<file path="config.mk">
export PLATFORM = sky130hd
export DESIGN_NAME = mem_load_unit
export DESIGN_NICKNAME = d
export VERILOG_FILES = /design/src/rtl/mem_load_unit.sv
export SDC_FILE = /design/constraint.sdc
export NUM_CORES = 1
export LEC_CHECK = 0
export CAP_MARGIN = 20
export CORE_ASPECT_RATIO = 0.8
export CORE_UTILIZATION = 35
export DETAILED_ROUTE_END_ITERATION = 6
export PLACE_DENSITY = 0.61
export SYNTH_ARGS = -nofsm -noshare
export SYNTH_HDL_FRONTEND = slang
export SYNTH_SLANG_ARGS = --single-unit
</file>
<file path="constraint.sdc">
create_clock -name clk -period 2.4 [get_ports clk]
set_input_delay 0.48 -clock clk [delete_from_list [all_inputs] [get_ports clk]]
set_output_delay 0.48 -clock clk [all_outputs]
set_load 0.02 [all_outputs]
</file>
<file path="src/rtl/mem_load_unit.sv">
// Load unit for RISC-V scalar loads (LB..LD, LBU..LWU) over a big-endian,
// 32-bit-word data memory whose read data arrives one cycle after the strobe.
module mem_load_unit #(
    parameter int ADDR_LIMIT = 16384
) (
    input  logic        clk,
    input  logic        rst_n,
    input  logic        req_valid,
    output logic        req_ready,
    input  logic [63:0] req_addr,
    input  logic [2:0]  req_funct3,
    output logic        mem_en,
    output logic [11:0] mem_waddr,
    input  logic [31:0] mem_rdata,
    output logic        resp_valid,
    input  logic        resp_ready,
    output logic [63:0] resp_data,
    output logic        resp_err
);

    typedef enum logic [2:0] {IDLE, RD_HI, RD_LO, WAIT, RESP} state_e;

    state_e      state_q, state_d;
    logic [13:0] addr_q;
    logic [2:0]  funct3_q;
    logic [31:0] hi_q;
    logic [63:0] data_q;
    logic        err_q;

    logic        req_err;
    logic [3:0]  req_size;
    logic [64:0] req_end;
    logic [7:0]  sel_byte;
    logic [15:0] sel_half;
    logic [63:0] load_val;

    // The end-of-access sum is one bit wider so a huge address cannot wrap into range.
    always_comb begin
        req_size = 4'd1 << req_funct3[1:0];
        req_end  = {1'b0, req_addr} + {61'd0, req_size};
        case (req_funct3)
            3'b111:         req_err = 1'b1;
            3'b011:         req_err = (req_addr[2:0] != 3'd0);
            3'b010, 3'b110: req_err = (req_addr[1:0] != 2'd0);
            3'b001, 3'b101: req_err = req_addr[0];
            default:        req_err = 1'b0;
        endcase
        if (req_end > 65'(ADDR_LIMIT)) begin
            req_err = 1'b1;
        end
    end

    always_comb begin
        sel_byte = 8'(mem_rdata >> {~addr_q[1:0], 3'b000});
        sel_half = addr_q[1] ? mem_rdata[15:0] : mem_rdata[31:16];
        case (funct3_q)
            3'b000:  load_val = {{56{sel_byte[7]}}, sel_byte};
            3'b100:  load_val = {56'd0, sel_byte};
            3'b001:  load_val = {{48{sel_half[15]}}, sel_half};
            3'b101:  load_val = {48'd0, sel_half};
            3'b010:  load_val = {{32{mem_rdata[31]}}, mem_rdata};
            3'b110:  load_val = {32'd0, mem_rdata};
            3'b011:  load_val = {hi_q, mem_rdata};
            default: load_val = 64'd0;
        endcase
    end

    always_ff @(posedge clk or negedge rst_n) begin
        if (!rst_n) begin
            state_q <= IDLE;
        end else begin
            state_q <= state_d;
        end
    end

    always_comb begin
        state_d = state_q;
        case (state_q)
            IDLE:    if (req_valid) state_d = req_err ? RESP : RD_HI;
            RD_HI:   state_d = (funct3_q == 3'b011) ? RD_LO : WAIT;
            RD_LO:   state_d = WAIT;
            WAIT:    state_d = RESP;
            RESP:    if (resp_ready) state_d = IDLE;
            default: state_d = IDLE;
        endcase
    end

    // Rejected requests leave data_q cleared, so the response carries zero data.
    always_ff @(posedge clk or negedge rst_n) begin
        if (!rst_n) begin
            addr_q   <= 14'd0;
            funct3_q <= 3'd0;
            hi_q     <= 32'd0;
            data_q   <= 64'd0;
            err_q    <= 1'b0;
        end else begin
            if (state_q == IDLE && req_valid) begin
                addr_q   <= req_addr[13:0];
                funct3_q <= req_funct3;
                err_q    <= req_err;
                data_q   <= 64'd0;
            end
            if (state_q == RD_LO) begin
                hi_q <= mem_rdata;
            end
            if (state_q == WAIT) begin
                data_q <= load_val;
            end
        end
    end

    always_comb begin
        req_ready  = 1'b0;
        mem_en     = 1'b0;
        mem_waddr  = 12'd0;
        resp_valid = 1'b0;
        resp_data  = 64'd0;
        resp_err   = 1'b0;
        case (state_q)
            IDLE: req_ready = 1'b1;
            RD_HI: begin
                mem_en    = 1'b1;
                mem_waddr = addr_q[13:2];
            end
            RD_LO: begin
                mem_en    = 1'b1;
                mem_waddr = addr_q[13:2] + 12'd1;
            end
            RESP: begin
                resp_valid = 1'b1;
                resp_data  = data_q;
                resp_err   = err_q;
            end
            default: ;
        endcase
    end

endmodule

</file>
==> results of run 1 <==
==> cell usage in the layout (no fill, tap or decap), types with 5 or more instances in the layout <==
cell type        count
a22oi_1              9
clkbuf_2            24
dlygate4sd2_1       19
nand3_1             26
a21oi_1             64
nand2_1            196
clkdlybuf4s50_1     88
mux2_2              18
buf_4              225
inv_1               20
buf_12               8
xnor2_1             13
o22ai_1              6
inv_6                6
buf_6               12
a31oi_1              8
nor2_1              41
clkbuf_16           18
and2_1               5
o21ai_1             12
nor2b_1              8
and3_1              72
nand2b_1             5
and4_1               9
nor3_1              15
dfrtp_1            116
nor2_4               6
nor4_1               9
o21ai_0             83
xor2_1               8
a221oi_1            10
clkdlybuf4s15_1     35
nand4_1             34
==> worst register-to-register path, delay by kind of cell (launching register included) <==
family          cells  cell delay [ns]
compound gates      3             0.30
buf+inv             3             0.61
simple gates        2             0.59
mux                 1             0.15
flops               1             0.40
==> final cells by class <==
type                            instances  area [um2]  area share, %
Clock inverter                         15       181.4          1.463
Multi-Input combinational cell        775        4826          38.92
Clock buffer                           17       425.4          3.431
Timing Repair Buffer                  419        3616          29.16
Sequential cell                       117        2929          23.62
Tap cell                              275       344.1          2.775
Inverter                               21       78.83         0.6357
==> layer usage <==
layer / share of wire [%] / global-route usage (%) / wire length [um] / vias up
met5: 0 / 0 / 0 / -
met4: 2.1 / 7.390 / 676 / 0
met3: 7.8 / 5.275 / 2493 / 52
met2: 44 / 43.19 / 14250 / 443
met1: 46 / 41.38 / 14660 / 4379
li1: - / - / - / 4315
==> where the power goes <==
part / total [mW] / leakage [nW] / switching [mW] / internal [mW]
clock network: 2.64 / 0.294 / 1.07 / 1.58
registers: 2.14 / 1.42 / 0.105 / 2.04
logic: 1.80 / 3.91 / 0.965 / 0.840
total: 6.59 / 5.62 / 2.14 / 4.46
==> registers in the layout, summed over array words and instances, names as in the netlist <==
signal / cells
err_q: 1
hi_q: 32
addr_q: 14
funct3_q: 3
data_q: 64
state_q: 3
==> cells by family after synthesis <==
| logic type | Yosys count |
|---|---|
| buffers and inverters | 83 |
| flip-flops | 117 |
| adder cells (fa/ha/maj) | 6 |
| XOR/XNOR | 23 |
| AND/OR/NAND/NOR | 472 |
| AO/OA/AOI/OAI | 252 |
| multiplexers | 22 |
==> worst paths after layout <==
| kind | startpoint | endpoint |
|---|---|---|
| worst max register to register | addr_q[1] | data_q[16] |
| worst max-delay path | req_addr[20] | state_q[2] |
| worst min register to register | data_q[50] | data_q[50] |
| max in group asynchronous | rst_n | addr_q[13] |
| min in group asynchronous | rst_n | data_q[58] |
| worst min-delay path | req_funct3[0] | funct3_q[0] |
==> metrics by stage <==
stage	utilization (%)	setup slack (ns)
finish	57.52	-0.6649
global route	57.52	-0.7905
CTS	56.19	-0.7101
detailed placement	53.04	-1.631
global placement	53.04	-1.609
floorplan	-	-0.5870
==> timing repair <==
item,CTS,global route
hold buffers,1,0
pin swaps,21,29
cloned,0,1
endpoints found under the hold margin,24,0
setup endpoints to repair,83,92
resized for setup,190,142
setup buffers,6,14
==> results.md, run 1 <==
- Status: complete, but fails checks
- Failing checks: negative setup slack
- R2r setup slk: 0.27 ns
- Inst Count DP: 1586
- Peak VDD IR: 508.5 uV
- LEAKAGE: 5.624 nW
- Clk root buf: clkbuf_16
- Avg Synthesized Cell Area: 7.904 um2
- Req. time, crit path: 2.69 ns
- Chip width: 167.9 um
- H-tree depth: 4
- Cell area after layout: 0.01240 mm2
- Synth top area share: 37.99%
- Port Buffer Count: 182
- Post-detailed-route wirelength per cell: 19.57 um
- Cell taking the most area after synthesis: dfrtp_1
- Post-DP HPWL: 24270 um
- Area Growth Syn to Fin: 60.92%
- Crit path max-delay family: simple AND/OR/NAND/NOR gates
- Num CTS Buffers: 17
- Worst Reg-to-Reg Cells: 9
- Pre-antenna DRT Iters: 6
- Die height: 134.7 um
- Core area: 0.02156 mm2
- PnR worst setup slack: -0.6649 ns
- Min-delay worst type: in -> reg
- Largest family of logic cells by synthesized area: simple AND/OR/NAND/NOR gates
- Clk sinks: 117
- Critical-path cell list: clkdlybuf4s50_1, nand3_2, or4_4, or4_4, a211o_1, o31a_1, nor4_2, nand4_1, nor3_4, o221ai_2
- Synth area leaders: dfrtp_1 38%, nand2_1 9.6%, o21ai_0 6.4%
- Row cnt: 48
- CP max stage delay: 0.53 ns
- Synthesized area: 0.007706 mm2
- Worst hold path depth: 4
- Aggregate global routing overflow: 0
- Crit-path max FO: 3
- Critical path class: in -> reg
- DRC Markers: 0
- Drt via density: 5.606
- # setup viols final: 5
- Gpl congestion: 0.9784
- Netlist cell types: 71
- Worst setup SP type: input pin
- Yosys reg bits: 117
- Compound-Gate Fraction of Synth Area: 20.10%
- CP most frequent cell: or4_4
- Mapped Cells: 975
- Slowest CP cell: or4_4
- Skew final: 0.009704 ns
- Fill count: 1976
- Synthesized-area fraction occupied by adder cells: 1.072%
- Die ar.: 0.02262 mm2
- Layout cells sized above 1: 28.81%
- Setup_tns: -2.192 ns
- Worst-Skew Late Latency: 0.42 ns
- N_diodes: 0
- Slew headroom: 57.01%
- Non-filler cells, final: 1639
- Routed wire length: 32080 um
- Number of global-route vias before repair: 8726
- CTS max path bufs: 2
- Period Utilization, post-route: 127.7%
- CTS tree: done
- Crit path buffers/inverters: 1
- Initial Utilization: 35.74%
- Post-synth EDFFs: 0
- DR iter-0 viols: 951
- Worst-margin pin slew: 0.6425 ns
- Period minus WS final: 3.065 ns
- Final Max Slew Viols: 0
- Area share of and/or/nand/nor cells after synthesis: 30.80%
- Synth Net Count: 1084
- Overall Power: 6.591 mW
- XOR/XNOR share of the synthesized area: 2.614%
- Setup crit end kind: flip-flop
- Total GRT Usage: 28.42%
- Register clock-pin slew on the reported worst setup and hold paths: 0.06 ns
- Commonest cells in the netlist: 197 x nand2_1, 117 x dfrtp_1, 98 x o21ai_0, 76 x and3_1, 65 x a21oi_1
- CP arrival: 3.35 ns
- Max cap viols: 0
- Critical path depth: 10
- Synth warn: 0
- Asr flop ratio synth: 100.0%
- Most used DFF post-synth: dfrtp_1
- Placed inst area: 0.01143 mm2
- Cell Pwr Density: 531.5 mW/mm2
- Max Clk Rate: 326.3 MHz
- Routed via count: 9189
- Multiplexer area fraction after synthesis: 3.312%
- Largest net degree at the start of global routing: 65
- Final hold vios: 0
- Layout net count: 1460
- Post-route antenna net violation count: 0
- RSZ-0062 raised after global routing: true
- Most frequent cell after synthesis: nand2_1
- Post-synthesis sequential area ratio: 37.99%
- Top Ports: 183
- First-pass GRT wire length: 49650 um
- Hold WS: 0.4558 ns
- Initial antenna violation count: 0
(Power assumes the default switching activity.)
==> inputs of run 2 (changes only) <==
Settings changed: CAP_MARGIN 20 to 25, SLEW_MARGIN set to 40.
==> results of run 2 <==
No change in the layout: final DEF, timing and power equal those of run 1.
